--- src/rtl/vga_pkg.sv ---
// vga_pkg: 640x480@60 timing constants, frame-buffer geometry and the 12-bit pixel type.
// Shared by the pixel pipeline and its address generator.
package vga_pkg;
    localparam int HD = 640, HF = 16, HS = 96, HB = 48, HT = HD + HF + HS + HB;
    localparam int VD = 480, VF = 10, VS = 2, VB = 33, VT = VD + VF + VS + VB;
    localparam int FB_W  = HD / 2;
    localparam int FB_H  = VD / 2;
    localparam int RGB_W = 4;
    typedef struct packed {
        logic [RGB_W-1:0] r;
        logic [RGB_W-1:0] g;
        logic [RGB_W-1:0] b;
    } rgb12_t;
endpackage

--- src/rtl/vga_fb_addr_gen.sv ---
// vga_fb_addr_gen: maps a screen pixel (h,v) to its downscaled frame-buffer address.
// Purely combinational; counters outside the buffer map to address 0.
module vga_fb_addr_gen #(
    parameter int FB_W        = 320,
    parameter int FB_H        = 240,
    parameter int SCALE_SHIFT = 1,
    parameter int AW          = 17
) (
    input  logic [9:0]    h_cnt_i,
    input  logic [9:0]    v_cnt_i,
    output logic [AW-1:0] addr_o
);
    logic [9:0] col, row;
    always_comb begin
        col    = h_cnt_i >> SCALE_SHIFT;
        row    = v_cnt_i >> SCALE_SHIFT;
        addr_o = (row < 10'(FB_H) && col < 10'(FB_W)) ? AW'(row) * AW'(FB_W) + AW'(col) : '0;
    end
endmodule

--- src/rtl/vga_pixel_pipe.sv ---
// vga_pixel_pipe: two-stage frame-buffer fetch to registered RGB with aligned syncs and a frame counter.
// Optional overlay cursor enabled by defining VGA_CURSOR_EN.
module vga_pixel_pipe
    import vga_pkg::rgb12_t;
#(
    parameter int FB_W        = vga_pkg::FB_W,
    parameter int FB_H        = vga_pkg::FB_H,
    parameter int SCALE_SHIFT = 1,
    parameter int AW          = 17
) (
    input  logic          pclk,
    input  logic          reset,
    input  logic          valid_in,
    input  logic [9:0]    h_cnt,
    input  logic [9:0]    v_cnt,
    input  logic          hsync_in,
    input  logic          vsync_in,
`ifdef VGA_CURSOR_EN
    input  logic [9:0]    cursor_x,
    input  logic [9:0]    cursor_y,
`endif
    input  logic [11:0]   fb_data,
    output logic [AW-1:0] fb_addr,
    output logic [3:0]    vga_r,
    output logic [3:0]    vga_g,
    output logic [3:0]    vga_b,
    output logic          hsync,
    output logic          vsync,
    output logic          frame_start,
    output logic [7:0]    frame_cnt
);
    logic [AW-1:0] addr, fb_addr_q, fb_addr_d;
    logic          valid_d1_q, valid_d2_q, vsync_prev_q, frame_start_q, vs_fall, cursor_on;
    logic [1:0]    hs_q, vs_q;
    logic [7:0]    frame_cnt_q, frame_cnt_d;
    rgb12_t        rgb_q, rgb_d;

    vga_fb_addr_gen #(.FB_W(FB_W), .FB_H(FB_H), .SCALE_SHIFT(SCALE_SHIFT), .AW(AW)) u_addr_gen (
        .h_cnt_i (h_cnt),
        .v_cnt_i (v_cnt),
        .addr_o  (addr)
    );

`ifdef VGA_CURSOR_EN
    logic signed [10:0] dx, dy;
    logic               cur_hit, cur_d1_q;
    always_comb begin
        dx      = $signed({1'b0, h_cnt}) - $signed({1'b0, cursor_x});
        dy      = $signed({1'b0, v_cnt}) - $signed({1'b0, cursor_y});
        cur_hit = dx >= -11'sd8 && dx <= 11'sd7 && dy >= -11'sd8 && dy <= 11'sd7;
    end
    always_ff @(posedge pclk or negedge reset) begin
        if (!reset) cur_d1_q <= 1'b0;
        else        cur_d1_q <= cur_hit;
    end
    // Blink with a 32-frame half period.
    assign cursor_on = cur_d1_q & frame_cnt_q[5];
`else
    assign cursor_on = 1'b0;
`endif

    always_comb begin
        fb_addr_d   = valid_in ? addr : '0;
        vs_fall     = vsync_prev_q & ~vsync_in;
        frame_cnt_d = frame_cnt_q + 8'(vs_fall);
        rgb_d       = !valid_d1_q ? '0 : cursor_on ? 12'hFFF : fb_data;
    end

    always_ff @(posedge pclk or negedge reset) begin
        if (!reset) begin
            fb_addr_q     <= '0;
            valid_d1_q    <= 1'b0;
            valid_d2_q    <= 1'b0;
            hs_q          <= 2'b11;
            vs_q          <= 2'b11;
            rgb_q         <= '0;
            vsync_prev_q  <= 1'b1;
            frame_start_q <= 1'b0;
            frame_cnt_q   <= '0;
        end else begin
            fb_addr_q     <= fb_addr_d;
            valid_d1_q    <= valid_in;
            valid_d2_q    <= valid_d1_q;
            hs_q          <= {hs_q[0], hsync_in};
            vs_q          <= {vs_q[0], vsync_in};
            rgb_q         <= rgb_d;
            vsync_prev_q  <= vsync_in;
            frame_start_q <= vs_fall;
            frame_cnt_q   <= frame_cnt_d;
        end
    end

    // rgb_q is already blanked by valid_d1; valid_d2 mirrors it as a final guard.
    assign fb_addr     = fb_addr_q;
    assign vga_r       = valid_d2_q ? rgb_q.r : 4'd0;
    assign vga_g       = valid_d2_q ? rgb_q.g : 4'd0;
    assign vga_b       = valid_d2_q ? rgb_q.b : 4'd0;
    assign hsync       = hs_q[1];
    assign vsync       = vs_q[1];
    assign frame_start = frame_start_q;
    assign frame_cnt   = frame_cnt_q;
endmodule

--- config.mk ---
export PLATFORM = sky130hd
export DESIGN_NAME = vga_pixel_pipe
export DESIGN_NICKNAME = d
export VERILOG_FILES = /design/src/rtl/vga_pkg.sv /design/src/rtl/vga_fb_addr_gen.sv /design/src/rtl/vga_pixel_pipe.sv
export SDC_FILE = /design/constraint.sdc
export NUM_CORES = 1
export LEC_CHECK = 0
export CORE_ASPECT_RATIO = 1.75
export CORE_MARGIN = 2
export CORE_UTILIZATION = 45
export DETAILED_ROUTE_END_ITERATION = 6
export MAX_ROUTING_LAYER = met4
export PLACE_DENSITY = 0.87
export SLEW_MARGIN = 10
export SYNTH_ARGS = -nofsm -noshare
export SYNTH_HDL_FRONTEND = slang
export SYNTH_SLANG_ARGS = --single-unit
--- constraint.sdc ---
create_clock -name pclk -period 2 [get_ports pclk]
set_clock_uncertainty 0.05 [all_clocks]
set_input_delay 0.4 -clock pclk [delete_from_list [all_inputs] [get_ports pclk]]
set_output_delay 0.4 -clock pclk [all_outputs]
set_load 0.005 [all_outputs]
==> run_results.csv <==
group,metric,value,unit
critical_path,reg2reg_slack,170,ps
logic_synthesis,ys_seq_area_share,50.7,%
clock_network,numClockSinks,44,
timing,timing.final.crit_period,2340,ps
critical_path,timing.rr.start,"vs_q[0]$_DFF_PN1_",
logic_synthesis,ys_warn_count,0,
global_routing,use_met1,19.9,%
drt,drtAntennaViolNets,0,
status,violations,"negative setup slack",
critical_path,crit_arrival,2510,ps
global_routing,antenna_found_initial,0,
global_routing,grt_most_used_layer,"met2",
logic_synthesis,synth_fp_nets,249,
drt,drcViolationCount,0,
pwr,p_per_area,691,nW/um^2
timing,fmax,427,MHz
global_routing,grt_max_degree,25,
clock_network,clk_latency,290,ps
critical_path,path_cells,"buf_6 > ha_4 > buf_6 > fa_2 > buf_4 > xor2_2 > nand4_1 > or3_4 > or3_4 > a21oi_2",
logic_synthesis,synth_top_cell_by_area,"dfrtp_1",
logic_synthesis,synth_flop_cell,"dfrtp_1",
finish,area_growth,69.4,%
clock_network,cts_tree,"yes",
drt,viasPerCell,5.26,
floorplan,num_rows,33,
critical_path,cp.required,2170,ps
logic_synthesis,synth_area,2180,sq um
drt,wl,6100,microns
global_routing,grt_util_met3,4.03,%
global_routing,grt_pass1_vias,2097,
pwr,irDropWorstVdd,738,uV
floorplan,start_util,46.7,%
finish,diodes,0,
floorplan,core,4670,sq um
clock_network,cts-root-buf,"clkbuf_8",
critical_path,r2r-end,"frame_cnt[7]$_DFF_PN0_",
finish,n_fill_cell,276,
timing,drv_slew,0,
place,dp_hpwl,4380,microns
floorplan,die_area,5440,sq um
timing,rsz0062_at_grt,"true",
logic_synthesis,synth_area_per_cell,11.4,sq um
finish,fin_util,79.2,%
place,dp.cells,349,
pwr,p_int,0.00181,W
pwr,power_frac_seq,41.7,%
critical_path,reg2reg_depth,6,
critical_path,critPathMaxFanout,3,
timing,worst_slack,-340,ps
logic_synthesis,synth_edf_count,0,
pwr,power_switching,0.000743,W
clock_network,clk_pin_slew,80,ps
hold_path,min_path_type,"in -> async",
pwr,p_leak,1.63,nW
logic_synthesis,ys_seq_elements,44,
critical_path,critPathMaxStageDelay,380,ps
clock_network,cts_buffer_depth,2,
finish,instances_no_fill,368,
clock_network,htree_levels,2,
floorplan,ioPinCount,77,
logic_synthesis,synth_cell_types,40,
timing,holdWs,1.91,ps
logic_synthesis,synth-async-reset-ratio,100,%
drt,drt_first_iter_violations,20,
finish,final_cell_mix,"clkdlybuf4s50_1, buf_4, dfrtp_1",
floorplan,die_y,96.1,microns
status,status,"complete, but fails checks",
flow_run,cap_violations,0,
finish,layout.nets,373,
global_routing,grt.total_usage,23.0,%
finish,final_common_cell,"clkdlybuf4s50_1",
global_routing,grt_use_met2,44.4,%
critical_path,startpoint_type,"input port",
pwr,clkPwrFrac,22.2,%
logic_synthesis,syn_inst,191,
logic_synthesis,synth_top_area_share,45.9,%
drt,dr.pass1.iters,4,
critical_path,end_kind,"flop",
global_routing,grt-ovfl-total,0,
place,gp_congestion,0.866,
timing,finalSetupViolCount,5,
timing,fin_crit_sh,117,%
timing,relSlewSlack,68.8,%
global_routing,grt_pass1_wl,9190,microns
place,port-buffer-count,74,
critical_path,slowest_stage,"or3_4",
pwr,sw_frac_of_total,29.1,%
drt,wire_per_inst,16.6,microns
timing,worstMarginPinSlew,468,ps
finish,multi_input_area,1300,sq um
clock_network,cts_inserted_buffers,5,
timing,hold_viol_final,0,
clock_network,cts_hold_buf,0,
pwr,p_comb_share,36.2,%
finish,regArea,1110,sq um
drt,num_vias,1934,
critical_path,crit_type,"in -> reg",
finish,drive_gt1_share,31.6,%
floorplan,fp.dieW,56.6,microns
logic_synthesis,synth.area.top_cells,"dfrtp_1, ha_1, and2_1, dfstp_2, xnor2_1",
[power by group through the flow]
stage | Combinational, W | Sequential (W) | Clock [W]
finish | 0.000923 | 0.00106 | 0.000566
floorplan | 0.000351 | 0.00107 | 0
CTS | 0.000876 | 0.00106 | 0.000584
detailed placement | 0.000801 | 0.00108 | 0
global placement | 0.000777 | 0.00107 | 0
global route | 0.000991 | 0.00107 | 0.000615
[per-stage QoR]
| step | total power (W) | setup TNS (ps) | setup slack (ps) | cell area, sq um |
|---|---|---|---|---|
| after floorplan | 0.00142 | -1210 | -398 | 2290 |
| after global placement | 0.00185 | -5490 | -1040 | 3360 |
| after detailed placement | 0.00188 | -5930 | -1080 | 3360 |
| after CTS | 0.00252 | -1250 | -349 | 3640 |
| after global routing | 0.00268 | -1940 | -430 | 3690 |
| final | 0.00255 | -1470 | -340 | 3690 |
[registers in the layout, summed over array words and instances (netlist names)]
signal,flops
fb_addr,17
rgb_q,12
frame_cnt,8
hs_q,2
vs_q,2
frame_start,1
valid_d1_q,1
valid_d2_q,1
[worst max-delay path, delay by kind of cell]
family	cells	cell delay, ps
and+or+nand+nor	3	860
adders and majority gates	2	610
buffers and inverters	3	370
xor gates and xnor gates	1	140
AOI/OAI and AO/OA	1	130
[logic make-up after synthesis]
| kind of cell | share of synthesized area [%] |
|---|---|
| DFF | 50.7 |
| buffers and inverters | 1.26 |
| xor gates and xnor gates | 6.02 |
| adders and majority gates | 12.7 |
| and+or+nand+nor | 20.3 |
| AOI/OAI and AO/OA | 8.49 |
| muxes | 0.459 |
[per-layer routing]
metal / part of all wire, % / up-vias / routed length [microns]
li1: - / 906 / -
met1: 33 / 946 / 1980
met2: 60 / 61 / 3650
met3: 3.4 / 21 / 207
met4: 4.2 / 0 / 259
met5: 0 / - / 0
[area by class of cell]
cell class                 count  share of cell area [%]
sequential                    44                    30.0
multi-input combinational    140                    35.1
clock inverter                 1                   0.203
tap                           52                    1.76
clock buffer                   7                    2.34
inverter                       3                   0.305
timing repair buffer         121                    30.3
[synth_stat cells, drive strengths merged (2+ instances only)]
library cell	instances
a2111oi	2
ha	19
o21ai	5
clkbuf	3
a21o	3
a21oi	4
nand3	5
fa	2
inv	3
xor2	7
nor2	15
nand4	3
nor2b	3
and2	33
dfrtp	40
or3	3
or2	2
dfstp	4
nor4	3
and3	3
a211oi	2
nand2	4
xnor2	8
[what timing repair did]
item,CTS,global route
setup buffers,9,3
setup endpoints to repair,7,12
pin swaps,23,11
cloned,0,0
resized for setup,57,7
[how the worst max path moves through the flow]
stage / startpoint / endpoint / slack (ps) / cells after the start
after floorplan: v_cnt[6] / fb_addr[14]$_DFF_PN0_ / -400 / 7
after global placement: v_cnt[5] / fb_addr[16]$_DFF_PN0_ / -1040 / 8
after detailed placement: v_cnt[5] / fb_addr[16]$_DFF_PN0_ / -1080 / 8
after CTS: v_cnt[4] / fb_addr[14]$_DFF_PN0_ / -350 / 9
after global routing: v_cnt[4] / fb_addr[15]$_DFF_PN0_ / -430 / 11
final: v_cnt[5] / fb_addr[14]$_DFF_PN0_ / -340 / 10
Note: power is estimated with default switching activity, not from simulation.
